[config.mk]
export PLATFORM = sky130hd
export DESIGN_NAME = uart_receiver
export DESIGN_NICKNAME = d
export VERILOG_FILES = /design/src/rtl/uart_pkg.sv /design/src/rtl/uart_baud_tick_gen.sv /design/src/rtl/uart_receiver.sv
export SDC_FILE = /design/constraint.sdc
export NUM_CORES = 1
export LEC_CHECK = 0
export ABC_AREA = 1
export CELL_PAD_IN_SITES_DETAIL_PLACEMENT = 0
export CELL_PAD_IN_SITES_GLOBAL_PLACEMENT = 1
export CORE_MARGIN = 10
export CORE_UTILIZATION = 46
export DETAILED_ROUTE_END_ITERATION = 8
export DONT_BUFFER_PORTS = 1
export PLACE_DENSITY = 0.85
export SLEW_MARGIN = 20
export SYNTH_ARGS = -nofsm -noshare
export SYNTH_HDL_FRONTEND = slang
export SYNTH_SLANG_ARGS = --single-unit
export TNS_END_PERCENT = 10
[constraint.sdc]
create_clock -name clk -period 3.25 [get_ports clk]
set_input_delay 0.65 -clock clk [delete_from_list [all_inputs] [get_ports clk]]
set_output_delay 0.65 -clock clk [all_outputs]
set_load 0.01 [all_outputs]
[src/rtl/uart_pkg.sv]
// Shared types, baud table and select decoders for the UART receiver.
// The baud divisor is computed at elaboration time from the clock frequency.
package uart_pkg;

   typedef enum logic [2:0] {StIdle, StStart, StData, StParity, StStop} rx_state_e;
   typedef enum logic [1:0] {Stop1, Stop15, Stop2} stop_e;
   typedef enum logic [1:0] {ParNone, ParEven, ParOdd} parity_e;

   localparam int unsigned NumBaudSel = 16;

   function automatic int unsigned baud_of(input logic [3:0] sel);
      case (sel)
         4'd0:    return 300;
         4'd1:    return 1200;
         4'd2:    return 2400;
         4'd3:    return 4800;
         4'd4:    return 9600;
         4'd5:    return 19200;
         4'd6:    return 38400;
         4'd7:    return 57600;
         4'd8:    return 115200;
         4'd9:    return 230400;
         4'd10:   return 460800;
         4'd11:   return 921600;
         default: return 115200;
      endcase
   endfunction

   // Rounded clk_freq / (oversamp * baud).
   function automatic int unsigned baud_divisor(input int unsigned clk_freq,
                                                input int unsigned oversamp,
                                                input logic [3:0]  sel);
      int unsigned den;
      den = oversamp * baud_of(sel);
      return (clk_freq + den / 2) / den;
   endfunction

   function automatic logic [3:0] data_bits(input logic [2:0] sel);
      case (sel)
         3'd0:    return 4'd5;
         3'd1:    return 4'd6;
         3'd2:    return 4'd7;
         default: return 4'd8;
      endcase
   endfunction

   function automatic stop_e stop_mode(input logic [1:0] sel);
      case (sel)
         2'd0:    return Stop1;
         2'd1:    return Stop15;
         default: return Stop2;
      endcase
   endfunction

   function automatic parity_e parity_mode(input logic [1:0] sel);
      case (sel)
         2'd1:    return ParEven;
         2'd2:    return ParOdd;
         default: return ParNone;
      endcase
   endfunction

endpackage

[src/rtl/uart_baud_tick_gen.sv]
// Oversampling tick generator: one-cycle s_tick every D clocks for the selected baud rate.
// A change of baud_rate_sel restarts the count from zero.
module uart_baud_tick_gen
   import uart_pkg::*;
#(
   parameter int unsigned CLK_FREQ = 100_000_000,
   parameter int unsigned OVERSAMP = 16
) (
   input  logic       clk,
   input  logic       reset,
   input  logic [3:0] baud_rate_sel,
   output logic       s_tick
);

   // Sel 0 (300 baud) has the largest divisor, so it sets the counter width.
   localparam int unsigned CntW = $clog2(baud_divisor(CLK_FREQ, OVERSAMP, 4'd0) + 1);

   logic [CntW-1:0] div_tab [NumBaudSel];
   logic [CntW-1:0] div_m1;
   logic [CntW-1:0] cnt_q, cnt_d;
   logic [3:0]      sel_q;
   logic            sel_changed;

   for (genvar g = 0; g < NumBaudSel; g++) begin : g_div
      assign div_tab[g] = CntW'(baud_divisor(CLK_FREQ, OVERSAMP, 4'(g)) - 1);
   end

   assign div_m1      = div_tab[baud_rate_sel];
   assign sel_changed = (baud_rate_sel != sel_q);

   always_comb begin
      cnt_d = cnt_q + CntW'(1);
      if (sel_changed || cnt_q == div_m1) begin
         cnt_d = '0;
      end
   end

   assign s_tick = (cnt_q == div_m1) && !sel_changed;

   always_ff @(posedge clk) begin
      if (reset) begin
         cnt_q <= '0;
         sel_q <= baud_rate_sel;
      end else begin
         cnt_q <= cnt_d;
         sel_q <= baud_rate_sel;
      end
   end

endmodule

[src/rtl/uart_receiver.sv]
// Configurable UART receiver: 5-8 data bits, none/even/odd parity, 1/1.5/2 stop bits,
// sampling mid-bit using 16x oversampling ticks from the integrated baud generator.
module uart_receiver
   import uart_pkg::*;
#(
   parameter int unsigned CLK_FREQ = 100_000_000,
   parameter int unsigned OVERSAMP = 16
) (
   input  logic       clk,
   input  logic       reset,
   input  logic       rx,
   input  logic [3:0] baud_rate_sel,
   input  logic [2:0] dbit_select_i,
   input  logic [1:0] sbit_select_i,
   input  logic [1:0] parity_select_i,
   output logic       s_tick,
   output logic       rx_done_tick,
   output logic [7:0] rx_dout,
   output logic       parity_error,
   output logic       frame_error
);

   rx_state_e  state_q, state_d;
   logic       rx_meta_q, rx_sync_q;
   logic [4:0] s_q, s_d;
   logic [2:0] n_q, n_d;
   logic [7:0] shreg_q, shreg_d;
   logic [3:0] nbits_q, nbits_d;
   stop_e      stop_q, stop_d;
   parity_e    par_q, par_d;
   logic       p_err_q, p_err_d;
   logic       f_err_q, f_err_d;
   logic       done_q, done_d;
   logic [7:0] dout_q, dout_d;
   logic       perr_q, perr_d;
   logic       ferr_q, ferr_d;
   logic       finish;

   uart_baud_tick_gen #(
      .CLK_FREQ(CLK_FREQ),
      .OVERSAMP(OVERSAMP)
   ) u_tick_gen (
      .clk          (clk),
      .reset        (reset),
      .baud_rate_sel(baud_rate_sel),
      .s_tick       (s_tick)
   );

   always_comb begin
      state_d = state_q;
      s_d     = s_q;
      n_d     = n_q;
      shreg_d = shreg_q;
      nbits_d = nbits_q;
      stop_d  = stop_q;
      par_d   = par_q;
      p_err_d = p_err_q;
      f_err_d = f_err_q;
      done_d  = 1'b0;
      dout_d  = dout_q;
      perr_d  = perr_q;
      ferr_d  = ferr_q;
      finish  = 1'b0;
      case (state_q)
         StIdle: begin
            if (!rx_sync_q) begin
               nbits_d = data_bits(dbit_select_i);
               stop_d  = stop_mode(sbit_select_i);
               par_d   = parity_mode(parity_select_i);
               s_d     = '0;
               shreg_d = '0;
               p_err_d = 1'b0;
               f_err_d = 1'b0;
               state_d = StStart;
            end
         end
         StStart: begin
            if (s_tick) begin
               if (s_q == 5'd7) begin
                  s_d     = '0;
                  n_d     = '0;
                  state_d = rx_sync_q ? StIdle : StData;
               end else begin
                  s_d = s_q + 5'd1;
               end
            end
         end
         StData: begin
            if (s_tick) begin
               if (s_q == 5'd15) begin
                  s_d     = '0;
                  shreg_d = {rx_sync_q, shreg_q[7:1]};
                  n_d     = n_q + 3'd1;
                  if ({1'b0, n_q} == nbits_q - 4'd1) begin
                     state_d = (par_q == ParNone) ? StStop : StParity;
                  end
               end else begin
                  s_d = s_q + 5'd1;
               end
            end
         end
         StParity: begin
            if (s_tick) begin
               if (s_q == 5'd15) begin
                  s_d = '0;
                  // Unused low bits of shreg are zero, so its XOR covers only the data bits.
                  if (rx_sync_q != ((^shreg_q) ^ (par_q == ParOdd))) begin
                     p_err_d = 1'b1;
                  end
                  state_d = StStop;
               end else begin
                  s_d = s_q + 5'd1;
               end
            end
         end
         StStop: begin
            if (s_tick) begin
               s_d = s_q + 5'd1;
               if ((s_q == 5'd15 || s_q == 5'd31) && !rx_sync_q) begin
                  f_err_d = 1'b1;
               end
               finish = (stop_q == Stop1  && s_q == 5'd15) ||
                        (stop_q == Stop15 && s_q == 5'd23) ||
                        (stop_q == Stop2  && s_q == 5'd31);
               if (finish) begin
                  done_d  = 1'b1;
                  dout_d  = shreg_q >> (4'd8 - nbits_q);
                  perr_d  = p_err_d;
                  ferr_d  = f_err_d;
                  state_d = StIdle;
               end
            end
         end
         default: state_d = StIdle;
      endcase
   end

   always_ff @(posedge clk) begin
      if (reset) begin
         state_q   <= StIdle;
         rx_meta_q <= 1'b1;
         rx_sync_q <= 1'b1;
         s_q       <= '0;
         n_q       <= '0;
         shreg_q   <= '0;
         nbits_q   <= 4'd8;
         stop_q    <= Stop1;
         par_q     <= ParNone;
         p_err_q   <= 1'b0;
         f_err_q   <= 1'b0;
         done_q    <= 1'b0;
         dout_q    <= '0;
         perr_q    <= 1'b0;
         ferr_q    <= 1'b0;
      end else begin
         state_q   <= state_d;
         rx_meta_q <= rx;
         rx_sync_q <= rx_meta_q;
         s_q       <= s_d;
         n_q       <= n_d;
         shreg_q   <= shreg_d;
         nbits_q   <= nbits_d;
         stop_q    <= stop_d;
         par_q     <= par_d;
         p_err_q   <= p_err_d;
         f_err_q   <= f_err_d;
         done_q    <= done_d;
         dout_q    <= dout_d;
         perr_q    <= perr_d;
         ferr_q    <= ferr_d;
      end
   end

   assign rx_done_tick = done_q;
   assign rx_dout      = dout_q;
   assign parity_error = perr_q;
   assign frame_error  = ferr_q;

endmodule

==> results.yml <==
status:
  status: "finished clean"
sta:
  worst-slew-pin-transition_ns: 0.701
  timing.final.crit_share: 0.819
  hold_violations: 0
  rsz0062_at_grt: "no"
  drv_slew: 0
  finalCriticalPeriod_ns: 2.66
  finalSetupTns_ns: 0
  fin_worst_skew_ns: 0.0107
  setup_violations: 0
  fmax_ghz: 0.376
  slew_headroom: 0.531
worst_hold_path:
  worstHoldPathCells: 0
  hp-class: "primary input to flop"
layout:
  area_growth_pct: 6.13
  fin_cells: 688
  n_antenna_cell: 0
  drive_gt1_frac: 0.0738
  final_common_cell: "nand2_1"
  mostFrequentLayoutCells: "137 x nand2_1, 75 x nor2_1, 70 x inv_1"
  nets: 603
cts:
  cts_tree: "built"
  root_buffer: "clkbuf_8"
  cts_resized: 0
  clk_pin_slew_ns: 0.07
  cts_hold_buf: 0
  insertion_delay_ns: 0.35
  htreeDepth: 3
  clock_path_buffers: 2
  cts_buffers: 9
  cts_sinks: 61
  post-cts-setup-buffers: 0
drt:
  first_pass_iters: 4
  drtIter0Drc: 152
  vias: 3543
  viasPerCell: 5.15
  wl_um: 8980
  routedWlPerCell_um: 13.0
  drcViolationCount: 0
  antenna_left: 0
global_routing:
  grt_max_degree: 29
  grt_pass1_wl_um: 15800
  grt_usage: 0.149
  overflow: 0
  grt_pass1_vias: 3403
  antenna_found_initial: 0
synth:
  synth_cell_types: 38
  synthCells: 581
  synth_area_um2: 3800
  synth_seq_area_share: 0.322
  synthFlopType: "dfxtp_1"
  synth_edf_count: 0
  syn_avg_cell_area_um2: 6.53
  synthesis.nets: 606
  ys.warnings.count: 0
  async_reset_ff_frac: 0
  ys_ff_latch: 61
floorplanning:
  initial_core_util: 0.467
  core_area_um2: 8130
  placementRows: 33
  die_area_um2: 12300
  die_height_um: 111
  die_x_um: 111
  ios: 26
setup_path:
  cp.depth: 11
  path_max_fanout: 7
  worst_path_dominant_cell_family: "simple AND/OR/NAND/NOR gates"
  cp.arrival_ns: 2.01
  cpMaxStageDelayCell: "ha_1"
  worstPathRequired_ns: 2.60
  crit_type: "primary input to output pin"
  crit_path_start_kind: "primary input"
  crit_chain: "inv_1 > ha_1 > nand2_1 > nand3_1 > nand2_1 > nand2_1 > nand2_1 > nand2_1 > nor2_2 > nand3_4 > inv_2"
  end_kind: "output pin"
  reg2reg_depth: 13
  worst-path-buf-inv: 2
  cpMostUsedCell: "nand2_1"
  critPathMaxStageDelay_ns: 0.32
pwr:
  p_per_area_nw_per_um2: 621
  p_leak_nw: 1.77
  vdd.ir_drop.worst_v: 0.000210
placed_design:
  place_inst: 672
  routabilityCongestion: 0.923
  port_buffers: 0
  dpl.hpwl_um: 6770
run:
  cap_violations: 0
synth_stat cells, drive strengths merged (2+ instances only):
| library cell | n | area [um2] |
|---|---|---|
| o21ai | 25 | 129 |
| buf | 9 | 68.8 |
| nor2 | 85 | 358 |
| xor2 | 12 | 105 |
| nand3b | 5 | 37.5 |
| o31ai | 2 | 15.0 |
| nand3 | 55 | 305 |
| a211oi | 2 | 15.0 |
| ha | 11 | 138 |
| nand4 | 8 | 50.1 |
| nand2 | 138 | 521 |
| dfxtp | 61 | 1220 |
| clkbuf | 8 | 30.0 |
| a21oi | 41 | 216 |
| nor3 | 15 | 75.1 |
| o211ai | 4 | 30.0 |
| o22ai | 2 | 12.5 |
| nor3b | 5 | 37.5 |
| xnor2 | 8 | 70.1 |
| inv | 74 | 278 |
| or2 | 4 | 25.0 |
worst reg2reg max path, stage by stage (launching register included):
cell and delay [ns]:
dfxtp_1 0.50, inv_1 0.25, ha_1 0.46, xnor2_1 0.16
a21oi_1 0.13, nand3_1 0.09, nand2_1 0.11, o21ai_0 0.10
nor2_1 0.10, nand2_1 0.07, nor2_1 0.20, nand3_1 0.11
nand2_1 0.07, nor2_1 0.04
registers in the layout, indices dropped and copies added, names as in the netlist, 2 cells and up:
signal	count
u_tick_gen.cnt_q	15
stop_q	2
n_q	3
nbits_q	4
rx_dout	8
s_q	5
shreg_q	8
u_tick_gen.sel_q	4
par_q	2
state_q	3
where the power goes:
group	internal (W)	total [W]	switching (W)
logic	0.000341	0.000955	0.000614
registers	0.000826	0.000919	0.0000923
clock network	0.000315	0.000630	0.000315
cell type report:
| cell class | count | area (um2) |
|---|---|---|
| well taps | 105 | 131 |
| multi-input cells | 429 | 2200 |
| clock buffers | 12 | 155 |
| repair buffers | 3 | 22.5 |
| inverters | 74 | 278 |
| flip-flops and latches | 61 | 1220 |
| fillers | 848 | 4110 |
| clock inverters | 4 | 22.5 |
cell families (layout without fill, tap and decap cells):
family | count (synthesis) | count (layout) | share of synthesized area
muxes | 1 | 1 | 0.00264
DFF | 61 | 61 | 0.322
xor gates and xnor gates | 20 | 20 | 0.0461
adders and majority gates | 11 | 11 | 0.0363
and+or+nand+nor | 316 | 316 | 0.373
buffers and inverters | 91 | 93 | 0.0992
AOI/OAI and AO/OA | 81 | 81 | 0.121
metal layers:
metal,GRT usage,up-vias,part of all wire
met1,0.194,1593,0.48
met2,0.236,69,0.46
met4,0.0599,0,0.021
met3,0.0281,14,0.043
li1,-,1867,-
met5,0,-,0
path summary, 6_finish.rpt:
check                             end  slack (ns)              from
setup reg to reg           state_q[0]        0.75        nbits_q[0]
hold / removal    u_tick_gen.sel_q[2]        0.32  baud_rate_sel[2]
setup / recovery               s_tick        0.59  baud_rate_sel[1]
hold reg to reg             rx_sync_q        0.41         rx_meta_q
through the flow:
step | cell area [um2] | total power (W) | hold slack (ns) | worst slack (ns) | utilization
6_report | 4030 | 0.00250 | 0.322 | 0.587 | 0.495
5_1_grt | 4030 | 0.00271 | 0.313 | 0.402 | 0.495
4_1_cts | 4030 | 0.00252 | 0.315 | 0.590 | 0.495
3_5_place_dp | 3850 | 0.00188 | 0.399 | 0.557 | 0.473
3_3_place_gp | 3850 | 0.00186 | 0.394 | 0.610 | 0.473
2_1_floorplan | 3800 | 0.00170 | 0.389 | 0.603 | -
Note: power is estimated with default switching activity, not from simulation.
